===== config.mk =====
export PLATFORM = sky130hd
export DESIGN_NAME = cla_sum_stage
export DESIGN_NICKNAME = d
export VERILOG_FILES = /design/src/rtl/cla_sum_stage.sv
export SDC_FILE = /design/constraint.sdc
export NUM_CORES = 1
export LEC_CHECK = 0
export CORE_AREA = 2 2 39 41
export DETAILED_ROUTE_END_ITERATION = 10
export DIE_AREA = 0 0 41 43
export GPL_TIMING_DRIVEN = 0
export PLACE_DENSITY = 0.58
export SYNTH_ARGS = -nofsm -noshare
export SYNTH_HDL_FRONTEND = slang
export SYNTH_SLANG_ARGS = --single-unit

===== constraint.sdc =====
create_clock -name clk -period 1.34 [get_ports clk]
set_clock_uncertainty 0.2 [all_clocks]
set_input_delay 0.402 -clock clk [delete_from_list [all_inputs] [get_ports clk]]
set_output_delay 0.402 -clock clk [all_outputs]
set_load 0.01 [all_outputs]

===== src/rtl/cla_sum_stage.sv =====
`default_nettype none
// ============================================================================
// Module   : cla_sum_stage
// Summary  : Carry-lookahead adder final sum stage (s = p ^ carry-in per bit),
//            with valid pipeline, zero flag and block-propagate flag.
// Revision : 1.0 - initial release
// ============================================================================
module cla_sum_stage #(
   parameter int WIDTH   = 4,
   parameter bit REG_OUT = 1'b1
) (
   input  logic             clk,
   input  logic             rst_n,
   input  logic             in_valid,
   input  logic             cin,
   input  logic [WIDTH-2:0] c,
   input  logic [WIDTH-1:0] p,
   output logic [WIDTH-1:0] s,
   output logic             out_valid,
   output logic             s_zero,
   output logic             blk_prop
);

   logic [WIDTH-1:0] s_d;
   logic             zero_d;
   logic             prop_d;

   // Carry into bit 0 is cin; carry into bit i>0 is c[i-1].
   assign s_d    = p ^ {c, cin};
   assign zero_d = ~|s_d;
   assign prop_d = &p;

   generate
      if (REG_OUT) begin : g_reg
         logic [WIDTH-1:0] s_q;
         logic             valid_q;
         logic             zero_q;
         logic             prop_q;

         always_ff @(posedge clk or negedge rst_n) begin
            if (!rst_n) begin
               s_q     <= '0;
               valid_q <= 1'b0;
               zero_q  <= 1'b1;
               prop_q  <= 1'b0;
            end else begin
               s_q     <= s_d;
               valid_q <= in_valid;
               zero_q  <= zero_d;
               prop_q  <= prop_d;
            end
         end

         assign s         = s_q;
         assign out_valid = valid_q;
         assign s_zero    = zero_q;
         assign blk_prop  = prop_q;
      end else begin : g_comb
         // Clock and reset have no function in the combinational build.
         logic unused_clk_rst;
         assign unused_clk_rst = clk ^ rst_n;

         assign s         = s_d;
         assign out_valid = in_valid;
         assign s_zero    = zero_d;
         assign blk_prop  = prop_d;
      end
   endgenerate

endmodule
`default_nettype wire


==> run_results.csv <==
group,metric,value,unit
cts,path_clk_slew,0.05,ns
critical_path,crit_family,"flip-flops",
cts,clkSinkCount,7,
logic_synthesis,synthAdderAreaFrac,0,
die,die_h,43,um
logic_synthesis,muxShareOfSynthArea,0,
timing,rsz0062_at_grt,"yes",
critical_path,critical_path_required,0.74,ns
die,core_region_area,1380,um^2
drt,firstDrtPassIters,1,
grt,grt_pass1_vias,183,
critical_path,cp_cell_sequence,"buf_6",
logic_synthesis,synth.most_common_cell,"dfrtp_1",
die,initial_core_util,0.168,
critical_path,crit_path_end_kind,"primary output",
logic_synthesis,synth_top_family_by_area,"XOR/XNOR gates",
drt,route.vias.total,174,
critical_path,path_buf_inv,1,
critical_path,arrival,0.85,ns
drt,vias_per_cell,3.48,
logic_synthesis,ys.flop_type,"dfrtp_1",
grt,antenna_found_initial,0,
logic_synthesis,synth-xor-area-share,0.151,
timing,post-route-min-period,1.46,ns
cts,cts-htree-levels,1,
finish,final_util,0.317,
logic_synthesis,synth_simple_gate_area_frac,0.0914,
finish,drive_gt1_frac,0.382,
logic_synthesis,avgSynthCellArea,17.9,um^2
placed_design,dp_cells,46,
timing,period_share,1.09,
die,die_x,41,um
critical_path,path_class,"reg2out",
placed_design,gp_congestion,0.563,
timing,relSlewSlack,0.814,
critical_path,critPathLaunchType,"flip-flop",
timing,slew_violations,0,
grt,gr-total-overflow,0,
timing,worst_pin_slew,0.278,ns
timing,fmax,687,MHz
finish,antenna_cells,0,
logic_synthesis,syn-num-nets,24,
outcome,status,"finished with violations",
critical_path,max_stage_delay,0.52,ns
drt,routedWlPerCell,9.04,um
placed_design,io_buffers,17,
finish,finalNetCount,46,
power_and_ir_drop,peakVddDrop,0.271,mV
grt,grt_use_total,0.0628,
logic_synthesis,ys_top_cells_by_count,"6 x dfrtp_1, 4 x xor2_1, 1 x and4_1, 1 x dfstp_2, 1 x nor4_2",
power_and_ir_drop,power.density,1130,nW/um^2
timing,tns,-0.116,ns
logic_synthesis,yosys_warnings,0,
finish,area_growth,88.7,%
grt,grt_pass1_wl,669,um
grt,grt_max_degree,8,
critical_path,crit_path_max_fanout,1,
cts,holdBufCountCts,0,
logic_synthesis,async_flop_share,1.00,
cts,numCtsBuffers,3,
cts,cts_buffer_depth,2,
logic_synthesis,ys_types,5,
outcome,violations,"negative setup slack",
finish,layoutNonFillerInstCount,50,
timing,setup_violations,1,
drt,drtIter0Drc,0,
logic_synthesis,synth.area.top_cells,"dfrtp_1 65%, xor2_1 15%, dfstp_2 11%, nor4_2 5.4%, and4_1 3.8%",
logic_synthesis,synth-edff-count,0,
drt,wl,452,um
power_and_ir_drop,p_leak,0.209,nW
run,drv_cap,0,
logic_synthesis,synth_top_area_frac,0.645,
die,die_area,1760,um^2
logic_synthesis,netlist_area,233,um^2
logic_synthesis,synth-compound-area-share,0,
logic_synthesis,synth-seq-area-share,0.758,
timing,fin_ws,-0.116,ns
die,io_pins,18,
logic_synthesis,synth_top_cell_by_area,"dfrtp_1",
worst_hold_path,hold_path.class,"in2async",
drt,ant_nets,0,
logic_synthesis,syn_inst,13,
cts,cts_tree,"done",
die,num_rows,14,
logic_synthesis,synth_seq_cells,7,
cts,cts-root-buf,"clkbuf_4",
timing,hold_viol_final,0,
drt,post-route-drc-count,0,
critical_path,cpMaxStageDelayCell,"dfstp_2",
==> stage by stage <==
step	hold WS, ns	instance area (um^2)	setup WS, ns	power (mW)
after global routing	0.207	439	-0.149	0.535
final	0.199	439	-0.116	0.494
after global placement	0.455	423	-0.277	0.327
after CTS	0.201	420	-0.125	0.501
after detailed placement	0.462	423	-0.277	0.330
after floorplan	-0.0936	233	0.218	0.259
==> metal layers <==
layer | up-vias | GRT usage | routed length (um)
met5 | - | 0 | 0
met2 | 20 | 0.0813 | 172
li1 | 83 | - | -
met1 | 69 | 0.0594 | 155
met4 | 0 | 0.0800 | 18
met3 | 2 | 0.0314 | 105
==> sequential cells by signal, summed over array words and instances (netlist names) <==
name and cells:
s_zero 1, s 4, blk_prop 1, out_valid 1
==> timing repair <==
item                                    4_1_cts  5_1_grt
pin swaps                                     0        1
endpoints found under the setup margin        7        8
setup buffers                                 0        0
resized for setup                            29        4
gates cloned                                  0        0
==> worst paths after layout <==
| check | startpoint | end | slack, ns | depth (start not counted) |
|---|---|---|---|---|
| setup / recovery | s_zero$_DFF_PN1_ | s_zero | -0.12 | 1 |
| min in group clk | c[1] | s[2]$_DFF_PN0_ | 0.22 | 2 |
| hold / removal | rst_n | blk_prop$_DFF_PN0_ | 0.20 | 1 |
| max in group asynchronous | rst_n | s_zero$_DFF_PN1_ | 0.47 | 1 |
==> cells by family after synthesis <==
family,Yosys count
XOR/XNOR,4
flip-flops,7
AND/OR/NAND/NOR,2
==> final cells by class <==
class | count | area, um^2
Clock buffer | 4 | 26.3
Multi-Input combinational cell | 6 | 63.8
Timing Repair Buffer | 17 | 153
Sequential cell | 7 | 176
Fill cell | 150 | 945
Tap cell | 16 | 20.0
==> layout by cell type (no fill, tap or decap) <==
cell type	count
clkbuf_4	3
clkdlybuf4s50_1	8
and4_1	1
buf_6	2
clkbuf_1	1
nor4_2	1
xor2_1	3
buf_2	5
dfrtp_1	6
dlymetal6s2s_1	2
xor2_2	1
dfstp_2	1
==> report_power, final <==
part / leakage (nW) / switching [mW] / internal (mW)
clock network: 0.0150 / 0.0682 / 0.113
logic: 0.112 / 0.0348 / 0.0457
registers: 0.0823 / 0.00359 / 0.229
Power figures use the tool's default switching activity.
